$ cat src/rtl/seq_pkg.sv
// seq_pkg: shared state type, default pattern and counter sizing for seq_gen
package seq_pkg;
  typedef enum logic [1:0] {IDLE, SHIFT, GAP} seq_state_t;
  localparam logic [7:0] SEQ_PATTERN = 8'hED;
  function automatic int cnt_w(int n);
    return n > 1 ? $clog2(n) : 1;
  endfunction
endpackage

$ cat src/rtl/seq_gen_tick.sv
// seq_gen_tick: bit-period prescaler, pulses on the last cycle of each bit
module seq_gen_tick import seq_pkg::*; #(
  parameter int BIT_CYCLES = 1
) (
  input  logic clk_i,
  input  logic rst_i,
  input  logic en_i,
  output logic tick_o
);
  localparam int CW = cnt_w(BIT_CYCLES);
  logic [CW-1:0] cyc_cnt;
  assign tick_o = en_i && cyc_cnt == CW'(BIT_CYCLES - 1);
  always_ff @(posedge clk_i)
    cyc_cnt <= (rst_i || !en_i || tick_o) ? '0 : cyc_cnt + 1'b1;
endmodule

$ cat src/rtl/seq_gen.sv
// seq_gen: MSB-first serial frame transmitter with start qualifier and idle gap
module seq_gen import seq_pkg::*; #(
  parameter int DATA_W     = 8,
  parameter int BIT_CYCLES = 1,
  parameter int GAP_CYCLES = 2
) (
  input  logic              clk_i,
  input  logic              rst_i,
  input  logic [DATA_W-1:0] data_i,
  input  logic              valid_i,
  output logic              ready_o,
  output logic              start_o,
  output logic              serial_o,
  output logic              busy_o,
  output logic              done_o
);
  localparam int BW = cnt_w(DATA_W);
  localparam int GW = cnt_w(GAP_CYCLES);
  seq_state_t        state;
  logic [DATA_W-1:0] shreg;
  logic [BW-1:0]     bit_cnt;
  logic [GW-1:0]     gap_cnt;
  logic              tick, last, gap_end;
  seq_gen_tick #(.BIT_CYCLES(BIT_CYCLES)) u_tick (
    .clk_i (clk_i),
    .rst_i (rst_i),
    .en_i  (state == SHIFT),
    .tick_o(tick)
  );
  assign last     = tick && bit_cnt == BW'(DATA_W - 1);
  assign gap_end  = gap_cnt == GW'(GAP_CYCLES - 1);
  assign ready_o  = state == IDLE && !rst_i;
  assign start_o  = state == SHIFT;
  assign serial_o = start_o && shreg[DATA_W-1];
  assign busy_o   = state != IDLE;
  always_ff @(posedge clk_i) begin
    if (rst_i) begin
      state   <= IDLE;
      shreg   <= '0;
      bit_cnt <= '0;
      gap_cnt <= '0;
      done_o  <= 1'b0;
    end else begin
      done_o <= state == SHIFT && last;
      case (state)
        IDLE: if (valid_i) begin
          shreg   <= data_i;
          bit_cnt <= '0;
          state   <= SHIFT;
        end
        SHIFT: if (tick) begin
          shreg   <= shreg << 1;
          bit_cnt <= last ? '0 : bit_cnt + 1'b1;
          if (last) state <= GAP_CYCLES == 0 ? IDLE : GAP;
        end
        GAP: begin
          gap_cnt <= gap_end ? '0 : gap_cnt + 1'b1;
          if (gap_end) state <= IDLE;
        end
        default: state <= IDLE;
      endcase
    end
  end
endmodule

$ cat config.mk
export PLATFORM = sky130hd
export DESIGN_NAME = seq_gen
export DESIGN_NICKNAME = d
export VERILOG_FILES = /design/src/rtl/seq_pkg.sv /design/src/rtl/seq_gen_tick.sv /design/src/rtl/seq_gen.sv
export SDC_FILE = /design/constraint.sdc
export NUM_CORES = 1
export LEC_CHECK = 0
export ABC_AREA = 1
export CAP_MARGIN = 20
export CORE_ASPECT_RATIO = 1.2
export CORE_MARGIN = 3
export CORE_UTILIZATION = 40
export DETAILED_ROUTE_END_ITERATION = 8
export HOLD_SLACK_MARGIN = 0.15
export SYNTH_ARGS = -nofsm -noshare
export SYNTH_HDL_FRONTEND = slang
export SYNTH_SLANG_ARGS = --single-unit
$ cat constraint.sdc
create_clock -name clk_i -period 2 [get_ports clk_i]
set_clock_uncertainty 0.2 [all_clocks]
set_input_delay 0.4 -clock clk_i [delete_from_list [all_inputs] [get_ports clk_i]]
set_output_delay 0.4 -clock clk_i [all_outputs]
set_load 0.01 [all_outputs]
# Word level (Yosys, flattened, before mapping)
# Cells that the tools add are included.
# word_totals
in_bits,11
out_inout_bits,5
register_bits,16
# op_classes
add_sub_neg,3
n_mux,13
n_bitwise,1
reduce_logical,14
eq_ne,7
# op_table
op,count
8-bit two-way mux,2
8-bit one-hot mux with 2 select lines,1
3-bit two-way mux,3
2-bit two-way mux,4
2-bit one-hot mux with 3 select lines,1
3-bit one-hot mux with 2 select lines,1
1-bit logical AND,5
"2-bit by 1-bit != test with 1-bit output, second input constant",2
"2-bit != test, second input constant",2
4-bit AND reduction,1
2-bit nonzero test,2
"3-bit by 1-bit adder with 3-bit output, second input constant",1
"3-bit equality test, second input constant",1
3-bit AND reduction,1
"1-bit adder, second input constant",2
"2-bit by 1-bit equality test with 1-bit output, second input constant",1
"2-bit equality test, second input constant",1
1-bit logical NOT,2
2-bit logical NOT,1
1-bit logical OR,2
1-bit two-way mux,1
1-bit inverter,1

# Logic depth before layout (Yosys ltp)
# Gate-level depths: netlist of the first run.
# logic_depth
word_depth,6
depth_mapped,7
depth_no_buf,7

# By module
# Synthesis of the first run repeated with hierarchy kept, for this count alone.
# unflattened
cells_unflattened,122
hier_area_um2,812.0
# modules_own_cells
mod,seq_area_each_um2,cells_each,area_each_um2,instances
seq_gen,300.3,118,778.2,1
seq_gen_tick,20.0,4,33.8,1

# Worst setup path before layout of the first run
# Ideal clock, no wire load.
# synth_path
path_type,register to output
startpoint,reg state[1]
endpoint,out serial_o
t_arrival_ps,790
slack_ps,610
t_required_ps,1400
stages_incl_launch_ff,5
cell_sequence,dfxtp_1 -> inv_2 -> nand2_2 -> buf_6 -> nor2_1
# synth_via
elab_chain_len,2
# synth_rtl
item,line,text
from (decl),seq_gen.sv:19,seq_state_t state;
from (signal assigned),seq_gen.sv:54,if (last) state <= GAP_CYCLES == 0 ? IDLE : GAP;
2-bit by 1-bit equality test with 1-bit output,seq_gen.sv:33,assign start_o = state == SHIFT;
1-bit logical AND,seq_gen.sv:34,assign serial_o = start_o && shreg[DATA_W-1];
to (decl),seq_gen.sv:13,"output logic serial_o,"
# Every way passes these cells.

# Final worst setup path of the first run
# layout_path
startpoint,reg state[1]
endpoint,out busy_o
# layout_via
elab_chain_len,1
# layout_rtl
item,line,text
2-bit nonzero test,seq_gen.sv:35,assign busy_o = state != IDLE;
to (decl),seq_gen.sv:14,"output logic busy_o,"
# Every way passes these cells.

==> flow_summary.yaml, run 1 <==
run_status:
  status: "complete, no violations"
yosys:
  synth_warnings: 0
  post_synthesis_sequential_area_ratio_pct: 40.3
  synth_edf_count: 0
  synth.largest_area_cell: "dfxtp_1"
  synth_most_common_cell: "nand2_1"
  post_synth_instance_area_um2: 795
  netlist_instances: 122
  synth_flop_cell: "dfxtp_1"
  yosys_register_bits: 16
  ys_top_cells_by_count: "nand2_1 (33), nor2_1 (27), inv_1 (17)"
  synthesis.nets: 135
  synth_top_cell_area_share_pct: 40.3
  post_synth.cell_area_avg_um2: 6.51
  synth.top_cells.by_area: "dfxtp_1 (40%), nand2_1 (16%), nor2_1 (13%)"
  ys_async_sr_fraction_pct: 0
  synth_cell_types: 17
timing:
  rsz0062_at_grt: "no"
  final.period_utilization_pct: 96.0
  hold_slack_ps: 269
  setup_total_negative_slack_ps: 0
  hold_viol_final: 0
  slew_viol_final: 0
  report.final.setup_viol: 0
  final_period_demand_of_the_worst_path_ps: 1920
  maxClockFrequency_mhz: 521
hold_path:
  min_path_type: "reg2reg"
  holdPathEnd: "shreg[0]"
  holdCritStartpoint: "shreg[0]"
  instance_count_along_the_most_critical_hold_path: 2
placed_design:
  dp_cells: 156
  place_hpwl_mm: 1.17
  placed_cell_area_um2: 961
  port_buffers: 15
  gp_routability_congestion: 0.758
clocking:
  cts_tree: "yes"
  cts_root_buffer: "clkbuf_4"
  cts_buffer_depth: 2
  htreeDepth: 1
  clock_latency_ps: 280
  cts_buffers: 3
  cts-hold-fix-buffers: 0
  tritoncts_num_sinks: 16
  worst_setup_hold_path_clk_slew_ps: 90
setup_path:
  worstReg2RegStart: "state[1]"
  cp.required_ps: 1400
  timing.critical_path.cells: "nor2_2, inv_1, clkdlybuf4s50_1"
  cp_slowest_stage_delay_ps: 530
  ff_to_ff_path_depth: 7
  timing.setup.critical_path_class: "reg2out"
  cp.arrival_ps: 1320
  r2r_end: "shreg[6]"
  crit_path_top_delay_cell: "clkdlybuf4s50_1"
  startpoint_type: "flip-flop"
  r2r_setup_slack_ps: 520
  endpoint_kind: "output port"
  highest_net_fanout_along_the_worst_path: 5
global_route:
  grt_pass1_vias: 603
  globalRoute.totalOverflow: 0
  grt_pass1_wl_mm: 2.42
  largest_net_degree_at_the_start_of_global_routing: 22
  grt_antenna_before_repair: 0
  global_route_total_usage_across_every_layer_pct: 13.3
detailed_routing:
  viasPerCell: 4.60
  detail_route.first_pass.iterations: 4
  drt_iter0_markers: 8
  finalWirelength_mm: 1.56
  vias: 736
  ant_nets: 0
  drt_drc_violations_left: 0
  drt-wirelength-per-cell_um: 9.77
power_and_ir_drop:
  cellPowerDensity_nw_per_um2: 692
  worst_ir_drop_vdd_uv: 462
  total_chip_power_w: 0.000686
  static-leakage-power_nw: 0.492
final_layout:
  fillerInstances: 197
  seq_area_um2: 325
  num_antenna_cells: 0
  multiInputGateArea_um2: 373
  syn_to_final_growth_pct: 24.9
  final_std_cell_area_no_fill_um2: 992
  fraction_of_layout_cells_with_a_size_suffix_above_1_pct: 10.6
  final_net_count: 156
  stdcell_count: 160
floorplan:
  io_pins: 16
  die_h_um: 54.8
  die-area_um2: 2560
  start_util_pct: 42.9
  core_region_area_um2: 1850
  floorplan.rows: 17
  die_width_um: 46.7
job:
  timing.max_cap.violations: 0
-- worst max path at each step --
stage	start	to	cells past startpoint	slack [ps]
after floorplan	state[1]	serial_o	4	610
final	state[1]	busy_o	3	80
after global placement	rst_i	ready_o	3	-50
after global routing	state[1]	busy_o	3	20
after CTS	state[1]	busy_o	3	40
after detailed placement	rst_i	ready_o	3	-90
-- through the flow --
step                setup WS (ps)  util (%)
floorplan                     610         -
global placement            -51.2      51.9
detailed placement          -91.9      51.9
CTS                          43.8      53.5
global route                 15.5      53.6
finish                       80.9      53.6
-- power by group --
part	internal, W	switching, W	total [W]
clock	0.0000699	0.0000967	0.000167
combinational	0.0000732	0.0000909	0.000164
sequential	0.000344	0.0000116	0.000356
-- flip-flops by register name (all words and copies together), names as in the netlist --
| signal | cells |
|---|---|
| bit_cnt | 3 |
| done_o | 1 |
| gap_cnt | 1 |
| shreg | 8 |
| state | 2 |
| u_tick.cyc_cnt | 1 |
-- metal layers --
metal | vias up | wire, µm | track usage (%)
li1 | 402 | - | -
met1 | 321 | 731 | 15.1
met2 | 9 | 747 | 22.7
met3 | 4 | 60 | 2.96
met4 | 0 | 24 | 6.91
met5 | - | 0 | 0
-- critical path: cells and delay by family, from the launching register on --
kind,cells,cell delay [ps]
buf+inv,2,590
simple gates,1,50
flops,1,400
-- layout make-up --
class | instances | share of cell area [%]
Clock buffer | 3 | 2.27
Inverter | 19 | 7.19
Multi-Input combinational cell | 84 | 37.6
Sequential cell | 16 | 32.8
Tap cell | 19 | 2.40
Timing Repair Buffer | 19 | 17.8
-- cells in the final DEF (no fill, tap or decap) --
cell,count
a21oi_1,5
buf_4,4
clkbuf_4,3
clkdlybuf4s50_1,12
clkinv_1,1
conb_1,1
dfxtp_1,14
dfxtp_2,1
dfxtp_4,1
dlygate4sd2_1,3
ha_1,2
inv_1,17
inv_2,1
nand2_1,33
nand2_2,3
nand3_1,3
nand3b_1,1
nor2_1,27
nor2_2,1
nor2_4,1
o21ai_0,7
-- timing repair --
item,CTS,global route
gates resized for setup,5,1
buffers inserted,1,0
cloned,0,0
setup endpoints to repair,4,1
pin swaps,1,0
-- cell families (layout without fill, tap and decap cells) --
group | count (synthesis) | after routing | share of synthesized area [%]
AO/OA/AOI/OAI | 12 | 12 | 7.56
adder cells (fa/ha/maj) | 2 | 2 | 3.15
buffers and inverters | 22 | 41 | 12.8
flip-flops | 16 | 16 | 40.3
AND/OR/NAND/NOR | 69 | 69 | 35.7
other | 1 | 1 | 0.472
(Power assumes the default switching activity.)
==> inputs of run 2 (changes only) <==
--- a/config.mk
+++ b/config.mk
@@ -14,4 +14,5 @@
 export HOLD_SLACK_MARGIN = 0.15
 export SYNTH_ARGS = -nofsm -noshare
 export SYNTH_HDL_FRONTEND = slang
+export SYNTH_HIERARCHICAL = 1
 export SYNTH_SLANG_ARGS = --single-unit
==> flow_summary.yaml, run 2 <==
power_and_ir_drop:
  total_chip_power_w: 0.000733
  worst_ir_drop_vdd_uv: 414
  static-leakage-power_nw: 0.496
  cellPowerDensity_nw_per_um2: 723
detailed_routing:
  viasPerCell: 4.41
  detail_route.first_pass.iterations: 4
  vias: 705
  drt-wirelength-per-cell_um: 8.89
  drt_iter0_markers: 7
  drt_drc_violations_left: 0
  ant_nets: 0
  finalWirelength_mm: 1.42
clocking:
  clock_latency_ps: 280
  cts_buffers: 3
  cts_tree: "yes"
  worst_setup_hold_path_clk_slew_ps: 90
  cts_buffer_depth: 2
  cts_root_buffer: "clkbuf_4"
  tritoncts_num_sinks: 16
  htreeDepth: 1
yosys:
  synth_edf_count: 0
  post_synth_instance_area_um2: 812
  ys_async_sr_fraction_pct: 0
  synthesis.nets: 135
  post_synthesis_sequential_area_ratio_pct: 39.4
  synth_warnings: 6
  synth_top_cell_area_share_pct: 39.4
  synth.top_cells.by_area: "dfxtp_1 (39%), nand2_1 (16%), nor2_1 (11%)"
  post_synth.cell_area_avg_um2: 6.66
  synth_cell_types: 17
  synth_flop_cell: "dfxtp_1"
  yosys_register_bits: 16
  netlist_instances: 122
  ys_top_cells_by_count: "nand2_1 (34), nor2_1 (24), inv_1 (17)"
  synth.largest_area_cell: "dfxtp_1"
  synth_most_common_cell: "nand2_1"
global_route:
  grt_antenna_before_repair: 0
  largest_net_degree_at_the_start_of_global_routing: 22
  globalRoute.totalOverflow: 0
  grt_pass1_vias: 550
  grt_pass1_wl_mm: 2.33
  global_route_total_usage_across_every_layer_pct: 12.1
setup_path:
  timing.critical_path.cells: "nor2_2, inv_1, clkdlybuf4s50_1"
  startpoint_type: "flip-flop"
  highest_net_fanout_along_the_worst_path: 5
  critPathLaunch: "state[0]"
  cp.arrival_ps: 1310
  cp.required_ps: 1400
  worstReg2RegStart: "state[1]"
  endpoint_kind: "output port"
  crit_path_top_delay_cell: "clkdlybuf4s50_1"
  timing.setup.critical_path_class: "reg2out"
  cp_slowest_stage_delay_ps: 530
floorplan:
  floorplan.rows: 17
  io_pins: 16
  die_width_um: 47.1
  die-area_um2: 2610
  die_h_um: 55.4
  core_region_area_um2: 1870
  start_util_pct: 43.4
timing:
  postLayoutSetupSlackWorst_ps: 93.4
  rsz0062_at_grt: "no"
  final.period_utilization_pct: 95.3
  maxClockFrequency_mhz: 525
  hold_viol_final: 0
  final_period_demand_of_the_worst_path_ps: 1910
  slew_viol_final: 0
  report.final.setup_viol: 0
final_layout:
  post-route-util_pct: 54.1
  final_std_cell_area_no_fill_um2: 1010
  num_antenna_cells: 0
  fillerInstances: 183
  final_net_count: 155
  final_common_cell: "nand2_1"
  fraction_of_layout_cells_with_a_size_suffix_above_1_pct: 13.5
  largest_register_ff_count: 8
  final_cell_mix: "nand2_1 (34), nor2_1 (24), inv_1 (17), dfxtp_1 (15), clkdlybuf4s50_1 (12)"
  top_register: "shreg"
  top_regs: "shreg: 8 flops, bit_cnt: 3 flops, state: 2 flops"
  seq_area_um2: 324
  multiInputGateArea_um2: 393
  syn_to_final_growth_pct: 24.8
  stdcell_count: 160
job:
  timing.max_cap.violations: 0
hold_path:
  holdCritStartpoint: "shreg[0]"
  min_path_type: "reg2reg"
placed_design:
  port_buffers: 15
  placement.setup.worst_slack_ps: -71.0
  gp_routability_congestion: 0.750
  place_hpwl_mm: 1.03
  dp_cells: 156
  placed_cell_area_um2: 972
run_status:
  status: "complete, no violations"
-- run 2: cell type report --
class                   instances  share of cell area [%]
clock buffers                   4                    3.58
inverters                      18                    6.67
multi-input cells              85                    38.8
flip-flops and latches         16                    32.0
well taps                      19                    2.35
repair buffers                 18                    16.7
-- run 2: through the flow --
step | hold WS, ps | setup TNS [ps]
2_1_floorplan | 238 | 0
3_3_place_gp | 256 | -86.2
3_5_place_dp | 261 | -71.0
4_1_cts | 275 | 0
5_1_grt | 304 | 0
6_report | 272 | 0
-- run 2: final timing paths --
path / end / slack [ps] / cells after the start
hold reg to reg: shreg[0] / 270 / 2
setup reg to reg: shreg[1] / 170 / 10
setup / recovery: busy_o / 90 / 3
hold / removal: shreg[0] / 270 / 2
-- run 2: layer usage --
| metal | wire [µm] | part of all wire, % | GRT usage [%] |
|---|---|---|---|
| met5 | 0 | 0 | 0 |
| met4 | 17 | 1.2 | 8.30 |
| met3 | 76 | 5.3 | 1.95 |
| met2 | 620 | 44 | 16.7 |
| met1 | 708 | 50 | 16.6 |
-- run 2: logic make-up (layout without fill, tap and decap cells) --
group / count (synthesis) / count (layout) / synth area share, %
fa+ha+maj: 2 / 2 / 3.08
other cells: 1 / 1 / 0.462
flops: 16 / 16 / 39.4
compound gates: 12 / 12 / 7.86
simple gates: 70 / 70 / 36.4
buf+inv: 21 / 40 / 12.8
-- run 2: timing repair --
| action | 4_1_cts | 5_1_grt |
|---|---|---|
| endpoints found under the setup margin | 4 | 11 |
| hold buffers | 0 | 0 |
| resized for setup | 4 | 2 |
| buffers inserted | 0 | 0 |
| pin swaps | 0 | 1 |
-- run 2: power by group --
part           switching, W  internal [W]  leakage [nW]
Sequential        0.0000119      0.000345         0.133
Combinational     0.0000908     0.0000721         0.342
Clock              0.000103      0.000111        0.0210
Total              0.000205      0.000528         0.496
-- run 2: critical path, delay by kind of cell (launching register included) --
kind	cells	cell delay (ps)
buf+inv	2	590
simple gates	1	50
flops	1	390
